### src/rtl/hub75_bcm_seq.sv
// hub75_bcm_seq
//   Per-row bit-plane sequencer for a HUB75 panel using binary coded modulation.
//   For each accepted row it walks the bit-planes MSB first. For each plane it:
//     - asks the shifter to load the plane,
//     - waits for the previous plane's display time to run out,
//     - pulses the panel latch (updating the row address on the row's first plane),
//     - starts the new plane's display time in the blanking block.
//   Shifting the next plane overlaps with the current plane's display time.
//
// Ports
//   clk, rst_n               system clock, async active-low reset
//   row_addr/row_go/row_rdy  upstream row request (accepted when row_go & row_rdy)
//   shift_plane/shift_go     one-hot plane to shift, 1-cycle request
//   shift_rdy                shifter idle / done
//   blank_plane/blank_go     one-hot plane display length, 1-cycle start
//   blank_rdy                blanking idle (previous plane expired)
//   hub75_addr, hub75_le     panel row address and latch enable
//
// State table
//   S_IDLE       | waiting for row_go, row_rdy high
//   S_SHIFT      | waiting for shifter idle, then issue shift_go
//   S_SHIFT_HOLD | shift_go cycle; shift_rdy not yet valid
//   S_SHIFT_WAIT | waiting for shifter to finish
//   S_BLANK_WAIT | waiting for previous plane's display time to expire
//   S_LATCH      | hub75_le high for LATCH_LEN cycles
//   S_DISPLAY    | blank_go cycle; choose next plane or return to idle
module hub75_bcm_seq #(
  parameter int N_PLANES   = 8,
  parameter int LOG_N_ROWS = 5,
  parameter int LATCH_LEN  = 2
) (
  input  logic                  clk,
  input  logic                  rst_n,
  input  logic [LOG_N_ROWS-1:0] row_addr,
  input  logic                  row_go,
  output logic                  row_rdy,
  output logic [N_PLANES-1:0]   shift_plane,
  output logic                  shift_go,
  input  logic                  shift_rdy,
  output logic [N_PLANES-1:0]   blank_plane,
  output logic                  blank_go,
  input  logic                  blank_rdy,
  output logic [LOG_N_ROWS-1:0] hub75_addr,
  output logic                  hub75_le
);

  localparam int PW = (N_PLANES > 1) ? $clog2(N_PLANES) : 1;
  localparam logic [PW-1:0]       LAST_P     = PW'(N_PLANES - 1);
  localparam logic [3:0]          LATCH_LOAD = 4'(LATCH_LEN - 1);
  localparam logic [N_PLANES-1:0] ONE        = N_PLANES'(1);

  typedef enum logic [2:0] {
    S_IDLE,
    S_SHIFT,
    S_SHIFT_HOLD,
    S_SHIFT_WAIT,
    S_BLANK_WAIT,
    S_LATCH,
    S_DISPLAY
  } state_t;

  state_t                state_q, state_d;
  logic [PW-1:0]         plane_q, plane_d;
  logic                  first_q, first_d;
  logic [LOG_N_ROWS-1:0] row_q, row_d;
  logic [3:0]            cnt_q, cnt_d;
  logic                  row_rdy_q, row_rdy_d;
  logic                  shift_go_q, shift_go_d;
  logic [N_PLANES-1:0]   shift_plane_q, shift_plane_d;
  logic                  blank_go_q, blank_go_d;
  logic [N_PLANES-1:0]   blank_plane_q, blank_plane_d;
  logic [LOG_N_ROWS-1:0] addr_q, addr_d;
  logic                  le_q, le_d;

  always_comb begin
    state_d       = state_q;
    plane_d       = plane_q;
    first_d       = first_q;
    row_d         = row_q;
    cnt_d         = cnt_q;
    row_rdy_d     = row_rdy_q;
    shift_go_d    = 1'b0;
    shift_plane_d = '0;
    blank_go_d    = 1'b0;
    blank_plane_d = '0;
    addr_d        = addr_q;
    le_d          = le_q;

    case (state_q)
      S_IDLE: begin
        row_rdy_d = 1'b1;
        if (row_go) begin
          row_d     = row_addr;
          first_d   = 1'b1;
          plane_d   = LAST_P;
          row_rdy_d = 1'b0;
          state_d   = S_SHIFT;
        end
      end
      S_SHIFT: begin
        if (shift_rdy) begin
          shift_go_d    = 1'b1;
          shift_plane_d = ONE << plane_q;
          state_d       = S_SHIFT_HOLD;
        end
      end
      // shift_rdy still shows the pre-request value here
      S_SHIFT_HOLD: state_d = S_SHIFT_WAIT;
      S_SHIFT_WAIT: begin
        if (shift_rdy) state_d = S_BLANK_WAIT;
      end
      S_BLANK_WAIT: begin
        // panel is blanked once blank_rdy is high, so the address may move now
        if (blank_rdy) begin
          le_d    = 1'b1;
          cnt_d   = LATCH_LOAD;
          state_d = S_LATCH;
          if (first_q) addr_d = row_q;
        end
      end
      S_LATCH: begin
        if (cnt_q == 4'd0) begin
          le_d          = 1'b0;
          blank_go_d    = 1'b1;
          blank_plane_d = ONE << plane_q;
          state_d       = S_DISPLAY;
        end else begin
          cnt_d = cnt_q - 4'd1;
        end
      end
      S_DISPLAY: begin
        first_d = 1'b0;
        if (plane_q == '0) begin
          row_rdy_d = 1'b1;
          state_d   = S_IDLE;
        end else begin
          plane_d = plane_q - PW'(1);
          state_d = S_SHIFT;
        end
      end
      default: state_d = S_IDLE;
    endcase
  end

  always_ff @(posedge clk or negedge rst_n) begin
    if (!rst_n) begin
      state_q       <= S_IDLE;
      plane_q       <= LAST_P;
      first_q       <= 1'b0;
      row_q         <= '0;
      cnt_q         <= 4'd0;
      row_rdy_q     <= 1'b1;
      shift_go_q    <= 1'b0;
      shift_plane_q <= '0;
      blank_go_q    <= 1'b0;
      blank_plane_q <= '0;
      addr_q        <= '0;
      le_q          <= 1'b0;
    end else begin
      state_q       <= state_d;
      plane_q       <= plane_d;
      first_q       <= first_d;
      row_q         <= row_d;
      cnt_q         <= cnt_d;
      row_rdy_q     <= row_rdy_d;
      shift_go_q    <= shift_go_d;
      shift_plane_q <= shift_plane_d;
      blank_go_q    <= blank_go_d;
      blank_plane_q <= blank_plane_d;
      addr_q        <= addr_d;
      le_q          <= le_d;
    end
  end

  assign row_rdy     = row_rdy_q;
  assign shift_go    = shift_go_q;
  assign shift_plane = shift_plane_q;
  assign blank_go    = blank_go_q;
  assign blank_plane = blank_plane_q;
  assign hub75_addr  = addr_q;
  assign hub75_le    = le_q;

endmodule
### config.mk
export PLATFORM = sky130hd
export DESIGN_NAME = hub75_bcm_seq
export DESIGN_NICKNAME = d
export VERILOG_FILES = /design/src/rtl/hub75_bcm_seq.sv
export SDC_FILE = /design/constraint.sdc
export NUM_CORES = 1
export LEC_CHECK = 0
export BUFFER_PORTS_ARGS = -buffer_cell sky130_fd_sc_hd__buf_4
export CAP_MARGIN = 5
export CORE_MARGIN = 2
export CORE_UTILIZATION = 50
export DETAILED_ROUTE_END_ITERATION = 8
export GPL_ROUTABILITY_DRIVEN = 0
export MAX_ROUTING_LAYER = met4
export PLACE_DENSITY = 0.73
export SYNTH_ARGS = -nofsm -noshare
export SYNTH_HDL_FRONTEND = slang
export SYNTH_SLANG_ARGS = --single-unit
export TNS_END_PERCENT = 30
### constraint.sdc
create_clock -name clk -period 2.5 [get_ports clk]
set_input_delay 0.25 -clock clk [delete_from_list [all_inputs] [get_ports clk]]
set_output_delay 0.25 -clock clk [all_outputs]
set_load 0.005 [all_outputs]
# ---- Yosys cells after proc, flatten, opt, wreduce, memory -nomap -nowiden
# Cells that the tools add are included.
dict set report totals {
  ff_bits 41
  input_bits 10
  out_inout_bits 25
  word_cells 71
}
dict set report op_classes {
  addsub 2
  n_eq_ne 14
  shifts 1
  muxes 29
  reduce_logical 13
}
# cell n
set ops {}
lappend ops {{8-bit 2-to-1 mux} 4}
lappend ops {{3-bit 2-to-1 mux} 7}
lappend ops {{3-bit case mux with 7 select lines} 1}
lappend ops {{2-bit inequality test, second input constant} 8}
lappend ops {{3-bit AND reduction} 4}
lappend ops {{1-bit 2-to-1 mux} 10}
lappend ops {{3-bit == test, second input constant} 3}
lappend ops {{4-bit 2-to-1 mux} 2}
lappend ops {{4-bit case mux with 2 select lines} 1}
lappend ops {{1-bit by 3-bit << shifter with 8-bit output, first input constant} 1}
lappend ops {{3-bit by 2-bit == test with 1-bit output, second input constant} 2}
lappend ops {{3-bit zero test} 2}
lappend ops {{1-bit case mux with 2 select lines} 3}
lappend ops {{3-bit case mux with 2 select lines} 1}
lappend ops {{2-bit AND reduction} 3}
lappend ops {{5-bit AND reduction} 1}
lappend ops {{4-bit zero test} 1}
lappend ops {{2-bit nonzero test} 2}
lappend ops {{4-bit by 1-bit subtractor with 4-bit output, second input constant} 1}
lappend ops {{3-bit by 1-bit == test with 1-bit output, second input constant} 1}
lappend ops {{3-bit by 1-bit subtractor with 3-bit output, second input constant} 1}

# ---- Depth between registers and ports, before layout
dict set report depth {
  word_depth 3
  ltp_mapped 6
  depth_no_buf 6
}

# ---- Worst setup path after synthesis
# No wires, ideal clock.
dict set report synth_path {
  kind {register to register}
  start {register cnt_q[1]}
  end {register le_q, in the netlist hub75_le}
  setup_ns 0.125
  t_arrival_ns 1.304
  t_required_ns 2.375
  setup_slack_ns 1.071
  path_stages_with_launch 6
  n_path_buf 0
  synth_period_minus_slack_ns 1.429
  path_cell_list {dfrtp_1 > inv_1 > ha_1 > or3b_2 > o21ai_0 > a21oi_1}
}
dict set report synth_via {
  elab_chain_cells 3
}
# item line_no
set synth_rtl {}
lappend synth_rtl {{start, declared} 66} ;# logic [3:0] cnt_q, cnt_d;
lappend synth_rtl {{start signal, assigned} 164} ;# cnt_q <= cnt_d;
lappend synth_rtl {{4-bit zero test} 122} ;# if (cnt_q == 4'd0) begin
lappend synth_rtl {{2-bit inequality test (no line)} -}
lappend synth_rtl {{3-bit AND reduction (no line)} -}
lappend synth_rtl {{end signal, assigned} 171} ;# le_q <= le_d;
lappend synth_rtl {{end, declared} 73} ;# logic le_q, le_d;
# Every way passes these cells.
# A chain may end at the register's enable or synchronous reset.

# ---- Final worst setup path
dict set report layout_path {
  start {register cnt_q[0]}
  end {register blank_plane_q[5], in the netlist blank_plane[5]}
}
dict set report layout_via {
  elab_chain_cells 3
}
# item line_no
set layout_rtl {}
lappend layout_rtl {{4-bit zero test} 122}
lappend layout_rtl {{8-bit 2-to-1 mux} 122}
lappend layout_rtl {{8-bit 2-to-1 mux} 89} ;# case (state_q)
lappend layout_rtl {{net blank_plane_d[5]} 71} ;# logic [N_PLANES-1:0] blank_plane_q, blank_plane_d;
lappend layout_rtl {{end signal, assigned} 169} ;# blank_plane_q <= blank_plane_d;
lappend layout_rtl {{end, declared} 71}
# The timed path passes the listed nets, and every way through them passes these cells.

==> impl_metrics.ini <==
[synthesis]
syn_area_per_cell_um2 = 12.5
yosys_warnings = 0
synth_edf_count = 0
yosysTopAreaCellShare_pct = 52.0
ys_types = 41
syn_inst = 142
async_reset_ff_share_pct = 100
ys_seq_elements = 41
synthesis.area_um2 = 1780
ys_seq_area_share_pct = 57.9
yosys.area.top_type = dfrtp_1
synth-main-ff-cell = dfrtp_1
synth_area_leaders = dfrtp_1, mux2_2, dfstp_2, ha_1, and3_1
syn_nets = 159

[worst_setup_path]
cp.required_ns = 2.79
arrival_ns = 2.05
crit_type = reg2reg
critPathLaunchType = flip-flop
critPathMaxFanout = 6
cp-end-kind = flip-flop

[hold_path]
min_path_type = in2reg

[finish]
drive_above_1_share_pct = 31.1
synthToLayoutAreaGrowth_pct = 19.0
nFillCells = 276
fin_area_um2 = 2120
diodes = 0
final_util_pct = 62.5
stdcell_count = 226
nets = 196

[floorplanning]
die_y_um = 63.7
rows = 21
io_pins = 35
die_w_um = 63.7
initial_core_util_pct = 52.5
die-area_um2 = 4050
core_area_um2 = 3390

[clock_network]
cts_tree = yes
cts_sinks = 41
cts_setup_buffers = 0
cts_buffers = 5
cts_hold_buf = 1
clk_latency_ns = 0.34
path_clk_slew_ns = 0.11
clockBufferDepth = 2
htree_num_levels = 2
clk_root_buffer_cell = clkbuf_4
cts_resized = 0

[timing]
setup_tns_ns = 0
setup_viol_count_final = 0
drv_slew = 0
post-route-min-period_ns = 1.76
relSlewSlack_pct = 62.8
fin_crit_sh_pct = 70.4
worst_pin_slew_ns = 0.555
hold_viol = 0
fmax_mhz = 569
rsz0062_at_grt = false
finalClockSkew_ns = 0.0114

[outcome]
status = finished, final reports clean

[pwr]
power.leakage_nw = 1.08
finalPower_mw = 2.05
power.density_nw_per_um2 = 970
ir_worst_vdd_mv = 0.563

[route]
ant_nets = 0
drtIter0Drc = 32
drtPass1Iterations = 4
wl_per_cell_um = 13.4
drt_wl_total_um = 3040
viasPerCell = 5.27
vias = 1190
drc = 0

[grt]
antenna_found_initial = 0
grt_start_max_net_pins = 42
gr-total-overflow = 0
gr-usage-all-layers_pct = 17.9
grt_pass1_vias = 1158
grt_pass1_wl_um = 5330

[place]
dpl.cell_count = 217
placed_area_um2 = 2060
dp_hpwl_um = 2250
io_buffers = 34

[flow_run]
cap_violations = 0
[per-stage QoR]
stage	hold slack (ns)	setup WS (ns)
4_1_cts	0.122	0.754
5_1_grt	0.125	0.637
3_3_place_gp	0.245	0.831
6_report	0.134	0.741
3_5_place_dp	0.248	0.783
2_1_floorplan	-0.0456	1.07
[state kept, by name (all words and copies together) (netlist names)]
name and count:
hub75_addr 5, blank_plane 8, row_q 5, plane_q 3
cnt_q 4, blank_go 1, hub75_le 1, first_q 1
state_q 3, shift_go 1, row_rdy 1, shift_plane 8
[logic make-up after synthesis]
kind of cell / synth area share, %
fa+ha+maj: 4.92
compound gates: 6.47
flops: 57.9
simple gates: 17.3
buf+inv: 3.66
xor+xnor: 0.492
mux: 9.21
[path summary, 6_finish.rpt]
path	cells after the start	to	slack, ns	startpoint
worst max register to register	6	blank_plane[5]	0.74	cnt_q[0]
min in group asynchronous	2	blank_plane[0]	0.39	rst_n
max in group asynchronous	2	plane_q[2]	1.73	rst_n
worst min-delay path	2	state_q[0]	0.13	shift_rdy
worst max-delay path	6	blank_plane[5]	0.74	cnt_q[0]
worst min register to register	1	row_q[0]	0.51	row_q[0]
[worst max-delay path, cell delays in order, from the launching register on]
cell     delay, ns
dfrtp_1       0.43
inv_1         0.10
ha_1          0.18
nor3b_1       0.32
nand3_1       0.29
inv_1         0.21
and3_1        0.18
[placed cells by master (no fill, tap or decap), types with 5 or more instances in the layout]
cell type  instances
inv_1              8
buf_4             34
clkbuf_4           5
dfrtp_1           37
o21ai_0            7
ha_1               7
nor2_1             5
and3_1             9
mux2_2            10
[cell usage after synthesis, drive strengths merged, types with 2 or more instances]
cell type and number:
nand2 4, nand3 3, nor3 2, mux2i 4, dfstp 4, nor2b 3, a21oi 2, buf 3
mux2 11, nor4b 2, and2 3, nor2 5, nor3b 4, nand4 2, ha 7, and3 9
o21ai 7, nand2b 3, inv 8, dfrtp 37, clkbuf 2
[area by class of cell]
type / count / area [um^2] / area share [%]
Clock inverter: 1 / 5.00 / 0.236
Sequential cell: 41 / 1030 / 48.7
Inverter: 8 / 30.0 / 1.42
Clock buffer: 7 / 45.0 / 2.13
Timing Repair Buffer: 35 / 265 / 12.5
Tap cell: 46 / 57.6 / 2.72
Multi-Input combinational cell: 88 / 683 / 32.3
[power breakdown]
part / switching, mW / total, mW / internal, mW
combinational: 0.300 / 0.674 / 0.374
sequential: 0.205 / 1.07 / 0.867
clock: 0.197 / 0.306 / 0.110
total: 0.702 / 2.05 / 1.35
[per-layer routing]
layer / up-vias / global-route usage, % / share of wire, %
li1: 577 / - / -
met1: 575 / 20.4 / 42
met2: 32 / 28.8 / 51
met3: 6 / 6.61 / 5.7
met4: 0 / 6.52 / 1.3
met5: - / - / 0
No activity file was read; power rests on OpenSTA's default activity.
